File: config.mk
export PLATFORM = sky130hd
export DESIGN_NAME = uart_tx_arbiter
export DESIGN_NICKNAME = d
export VERILOG_FILES = /design/src/rtl/uart_tx_arbiter.sv
export SDC_FILE = /design/constraint.sdc
export NUM_CORES = 1
export LEC_CHECK = 0
export CAP_MARGIN = 20
export CORE_AREA = 2 2 48 50
export DETAILED_ROUTE_END_ITERATION = 10
export DIE_AREA = 0 0 50 52
export PLACE_DENSITY_LB_ADDON = 0.25
export SETUP_SLACK_MARGIN = 0.5
export SYNTH_ARGS = -nofsm -noshare
export SYNTH_HDL_FRONTEND = slang
export SYNTH_SLANG_ARGS = --single-unit
File: constraint.sdc
create_clock -name clk -period 2.1 [get_ports clk]
set_input_delay 0.315 -clock clk [delete_from_list [all_inputs] [get_ports clk]]
set_output_delay 0.315 -clock clk [all_outputs]
set_load 0.05 [all_outputs]
File: src/rtl/uart_tx_arbiter.sv
// Round-robin arbiter sharing one UART transmitter between NUM_REQ byte sources.
// Optional transmitter-response timeout enabled by defining UART_ARB_TIMEOUT_EN.
module uart_tx_arbiter #(
  parameter int unsigned DATA_W  = 8,
  parameter int unsigned NUM_REQ = 2,
  parameter int unsigned TIMEOUT = 4096,
  localparam int unsigned GNT_W  = $clog2(NUM_REQ)
) (
  input  logic                      clk,
  input  logic                      reset,
  input  logic [NUM_REQ-1:0]        req_valid,
  input  logic [NUM_REQ*DATA_W-1:0] req_data,
  output logic [NUM_REQ-1:0]        req_ready,
  output logic [NUM_REQ-1:0]        req_done,
  output logic [GNT_W-1:0]          grant_id,
  output logic [DATA_W-1:0]         tx_data,
  output logic                      tx_wr,
  input  logic                      tx_busy,
  output logic                      arb_busy,
  output logic                      err_timeout
);

  typedef enum logic [1:0] {
    IDLE      = 2'd0,
    START     = 2'd1,
    WAIT_BUSY = 2'd2,
    WAIT_DONE = 2'd3
  } state_t;

  state_t              state;
  state_t              state_nxt;
  logic [GNT_W-1:0]    last_grant;
  logic [GNT_W-1:0]    sel;
  logic                sel_vld;
  logic [DATA_W-1:0]   sel_data;
  logic                grant_fire;
  logic                done_fire;
  logic                tmo_fire;
  logic                tmo_hit;

  // First valid requester after last_grant, wrapping modulo NUM_REQ
  always_comb begin
    sel     = '0;
    sel_vld = 1'b0;
    for (int unsigned i = 1; i <= NUM_REQ; i++) begin
      for (int unsigned j = 0; j < NUM_REQ; j++) begin
        if (!sel_vld && req_valid[j] &&
            (32'(j) == (32'(last_grant) + i) % NUM_REQ)) begin
          sel     = GNT_W'(j);
          sel_vld = 1'b1;
        end
      end
    end
  end

  always_comb begin
    sel_data = '0;
    for (int unsigned i = 0; i < NUM_REQ; i++) begin
      if (sel == GNT_W'(i)) begin
        sel_data = req_data[i*DATA_W +: DATA_W];
      end
    end
  end

  always_ff @(posedge clk or negedge reset) begin
    if (!reset) begin
      state <= IDLE;
    end else begin
      state <= state_nxt;
    end
  end

  always_comb begin
    state_nxt  = state;
    req_ready  = '0;
    tx_wr      = 1'b0;
    arb_busy   = (state != IDLE);
    grant_fire = 1'b0;
    done_fire  = 1'b0;
    tmo_fire   = 1'b0;
    case (state)
      IDLE: begin
        if (!tx_busy && sel_vld) begin
          for (int unsigned i = 0; i < NUM_REQ; i++) begin
            req_ready[i] = (sel == GNT_W'(i));
          end
          grant_fire = 1'b1;
          state_nxt  = START;
        end
      end
      START: begin
        tx_wr     = 1'b1;
        state_nxt = WAIT_BUSY;
      end
      WAIT_BUSY: begin
        if (tx_busy) begin
          state_nxt = WAIT_DONE;
        end else if (tmo_hit) begin
          tmo_fire  = 1'b1;
          state_nxt = IDLE;
        end
      end
      WAIT_DONE: begin
        // A normal completion wins over a coincident timeout
        if (!tx_busy) begin
          done_fire = 1'b1;
          state_nxt = IDLE;
        end else if (tmo_hit) begin
          tmo_fire  = 1'b1;
          state_nxt = IDLE;
        end
      end
      default: state_nxt = IDLE;
    endcase
  end

  always_ff @(posedge clk or negedge reset) begin
    if (!reset) begin
      tx_data    <= '0;
      grant_id   <= '0;
      last_grant <= GNT_W'(NUM_REQ - 1);
      req_done   <= '0;
    end else begin
      req_done <= '0;
      if (grant_fire) begin
        tx_data  <= sel_data;
        grant_id <= sel;
      end
      if (done_fire) begin
        for (int unsigned i = 0; i < NUM_REQ; i++) begin
          req_done[i] <= (grant_id == GNT_W'(i));
        end
      end
      if (done_fire || tmo_fire) begin
        last_grant <= grant_id;
      end
    end
  end

`ifdef UART_ARB_TIMEOUT_EN
  localparam int unsigned CNT_W = $clog2(TIMEOUT + 1);

  logic [CNT_W-1:0] tmo_cnt;

  // Counts cycles spent waiting on the transmitter; cleared while entering WAIT_BUSY
  always_ff @(posedge clk or negedge reset) begin
    if (!reset) begin
      tmo_cnt     <= '0;
      err_timeout <= 1'b0;
    end else begin
      err_timeout <= tmo_fire;
      if (state == START) begin
        tmo_cnt <= '0;
      end else if (state == WAIT_BUSY || state == WAIT_DONE) begin
        tmo_cnt <= tmo_cnt + CNT_W'(1);
      end
    end
  end

  assign tmo_hit = (tmo_cnt == CNT_W'(TIMEOUT - 1));
`else
  assign tmo_hit     = 1'b0;
  assign err_timeout = 1'b0;
`endif

endmodule

# --- Yosys cells after proc, flatten, opt, wreduce, memory -nomap -nowiden ---
# Index checks and enable logic that the tools add are counted.
classes:
  bitwise: 2
  reduce_logical: 17
  add_sub_neg: 2
  mux: 20
  n_eq_ne: 6
op_table:
  columns: ["operator", "n"]
  rows:
  - ["32-bit logical NOT", 2]
  - ["1-bit two-way mux", 12]
  - ["2-bit two-way mux", 6]
  - ["1-bit logical AND", 8]
  - ["8-bit two-way mux", 1]
  - ["2-bit one-hot mux with 4 select lines", 1]
  - ["2-bit inequality test (second input constant)", 3]
  - ["2-bit equality test (second input constant)", 2]
  - ["1-bit logical NOT", 4]
  - ["3-bit AND reduction", 1]
  - ["1-bit adder (second input constant)", 2]
  - ["2-bit by 1-bit equality test with 1-bit output (second input constant)", 1]
  - ["2-bit logical NOT", 1]
  - ["1-bit inverter", 2]
  - ["2-bit nonzero test", 1]
totals:
  out_inout_bits: 16
  in_bits: 21
  wordCells: 52
  register_bits: 14

# --- Depth between registers and ports, before layout ---
depth:
  word_depth: 19
  mapped_depth: 5
  mapped_depth_nobuf: 5

# --- Worst setup path after synthesis ---
# No wires, ideal clock.
synth_path:
  path_kind: "register to output"
  from: "register state[0]"
  to: "output req_ready[1]"
  slack_ns: -0.344
  required_ns: 1.785
  path_stages_with_launch: 5
  t_arrival_ns: 2.129
  path_buffers: 0
  path_cell_list: "dfrtp_1 -> inv_1 -> ha_1 -> inv_1 -> nor3_1"
synth_between:
  elab_chain_cells: 2
synth_lines:
  columns: ["item", "line", "source"]
  rows:
  - ["start: declaration", "30", "state_t state;"]
  - ["start signal: assignment", "69", "state <= state_nxt;"]
  - ["2-bit logical NOT", "81", "case (state)"]
  - ["2-bit two-way mux", "81", null]
  - ["end: declaration", "13", "output logic [NUM_REQ-1:0] req_ready,"]
# Every way passes these cells.

# --- Final worst setup path ---
layout_path:
  from: "register state[0]"
  to: "output req_ready[0]"
# The elaborated chain is that of the path after synthesis.

==> run metrics <==
DP Wirelength=1240 um; clock tree buffer depth=2; Max Cap Violations=0; Tmin final=1790 ps; IO Port Bufs=35; Setup crit end kind=output pin; cts hold-fix bufs=0; Core Box Area=2110 um^2; Ys Warns=0; syn_area_per_cell=13.5 um^2; full die area=2600 um^2; worst slew pin tran=660 ps; Hold Crit Class=primary input to async pin; die width=50 um; Top Ports=37; GRT Total Usage=16.8%; final worst path period share=85.3%; Yosys cell types=22; largest net degree at the start of global routing=15; Die H=52 um; arrival time worst endpoint=1480 ps; leading cell types by total area after synthesis=dfrtp_1 42%, mux2_4 17%, mux2_2 13%; Slew Viols, Final=0; relative slew slack=55.9%; CP startpoint kind=register; run status=finished, final reports clean; first-pass GRT wire length=3060 um; critical-path cell list=inv_2, ha_4, clkinvlp_4, nor2_4, and2_4, buf_12; final std cells w/o fill=138; NumNets Final=136; antenna cells=0; Pleak=0.660 nW; Vias=659; post-place setup slack=61.0 ps; Site Rows=17; RSZ-0062 raised after global routing=true; Final Routed Wirelength=2000 um; Root Buffer=clkbuf_4; initial antenna violation count=0; drt first pass iters=4; Setup Skew=5.80 ps; Setup TNS=0 ps; drt wl/cell=14.5 um; Mapped Cells=58; Finished Core Util=66.0%; Seq/Total Area, Yosys=45.0%; placed insts=121; max frequency=0.559 GHz; CTS tree=done; crit path kind=register to output pin; Worst-Skew Late Latency=290 ps; DR DRC count=0; Mapped Nets=83; GP Congestion=0.682; TritonCTS Buffers=3; vias in the first global route=660; cell taking the most area after synthesis=dfrtp_1; PwrDens=1440 nW/um^2; count of final hold-check violations=0; Worst path max stage delay=420 ps; Final Setup Violations=0; grt ovf=0; DR vias/cell=4.78; area delta synth->final=78.0%; clk slew on worst S/H paths=90 ps; initial core utilization=37.1%; CP required=1780 ps; share of the synthesized area in the top cell type=41.7%; htree depth=1; antenna-violating nets left=0; worst-path fanout max=3; Clock Sinks=14; CP max-delay cell=dfrtp_2; Worst IR Drop VDD=0.000775 V; mapped cell area=781 um^2; Seq cells post-synth=14; layout cell share with drive strength beyond 1=50.0%; drt initial violations=6; final worst setup slack=310 ps
## cell type report
cell class | count | area (um^2)
fill | 164 | 716
inverter | 4 | 18.8
tap | 28 | 35.0
timing repair buffer | 50 | 479
multi-input combinational | 38 | 478
sequential | 14 | 353
clock buffer | 4 | 26.3
## registers in the layout (all words and copies together) (netlist names)
register	cells
grant_id	1
last_grant	1
req_done	2
state	2
tx_data	8
## repair_timing
item,CTS,global route
setup endpoints to repair,23,11
pin swaps,4,3
resized for setup,26,5
buffers inserted,10,3
## cells in the final DEF (no fill, tap or decap), drive strengths merged
master,instances
buf,19
clkinvlp,1
nor4bb,1
dlygate4sd2,14
conb,1
nor3,1
nand2b,1
ha,4
clkbuf,4
clkdlybuf4s50,17
dfrtp,13
a31o,1
o21ai,1
and2,1
mux2,18
a21bo,1
o22ai,1
a21o,1
inv,3
o21bai,2
a221o,1
nor2,3
dfstp,1
## through the flow
step | power [mW] | hold slack [ps] | area [um^2]
global route | 2.12 | 453 | 1390
finish | 2.00 | 419 | 1390
floorplan | 1.30 | 19.4 | 815
CTS | 1.93 | 423 | 1350
detailed placement | 1.65 | 447 | 1210
global placement | 1.62 | 437 | 1210
## synthesized netlist by cell type
| master | instances |
|---|---|
| a21bo_1 | 1 |
| a31o_2 | 1 |
| mux2_4 | 9 |
| nand2b_1 | 1 |
| nor3_1 | 1 |
| a21o_1 | 1 |
| nor4bb_1 | 1 |
| buf_4 | 1 |
| inv_1 | 4 |
| a221o_1 | 1 |
| dfstp_2 | 1 |
| dfrtp_1 | 13 |
| conb_1 | 1 |
| nor2_2 | 1 |
| o21bai_1 | 2 |
| buf_6 | 1 |
| o21ai_0 | 1 |
| mux2_2 | 9 |
| nor2_1 | 2 |
| o22ai_1 | 1 |
| and2_2 | 1 |
| ha_1 | 4 |
## critical path: cells and delay by family (launching register included)
family	cells	cell delay, ps
buffers and inverters	3	330
flip-flops	1	420
adder cells (fa/ha/maj)	1	140
AND/OR/NAND/NOR	2	290
## routing by layer
layer  vias to the layer above  GRT usage (%)  wire (um)  part of all wire [%]
li1                        306              -          -                     -
met1                       320           18.4        756                    38
met2                        26           28.3       1080                    54
met3                         7           4.02         99                   4.9
met4                         0           12.5         70                   3.5
met5                         -              0          0                     0
## cell families (layout without fill, tap and decap cells)
| kind of cell | after synthesis | count (layout) | share of synthesized area, % |
|---|---|---|---|
| AO/OA/AOI/OAI | 8 | 8 | 8.01 |
| adder cells (fa/ha/maj) | 4 | 4 | 6.41 |
| buffers and inverters | 6 | 58 | 4.33 |
| flip-flops | 14 | 14 | 45.0 |
| multiplexers | 18 | 18 | 30.3 |
| other | 1 | 1 | 0.480 |
| AND/OR/NAND/NOR | 7 | 7 | 5.45 |
## final timing paths
check | startpoint | to | slack, ps | cells after the start
setup / recovery | state[0] | req_ready[0] | 310 | 6
hold / removal | reset | tx_data[7] | 420 | 1
setup reg to reg | state[0] | tx_data[6] | 410 | 8
hold reg to reg | grant_id | req_done[0] | 440 | 1
max in group asynchronous | reset | state[0] | 1210 | 1
min in group clk | grant_id | req_done[0] | 440 | 1
## report_power, final
| group | internal, mW | switching [mW] |
|---|---|---|
| logic | 0.598 | 0.766 |
| registers | 0.400 | 0.0655 |
| clock network | 0.0740 | 0.0943 |
Note: power is estimated with default switching activity, not from simulation.
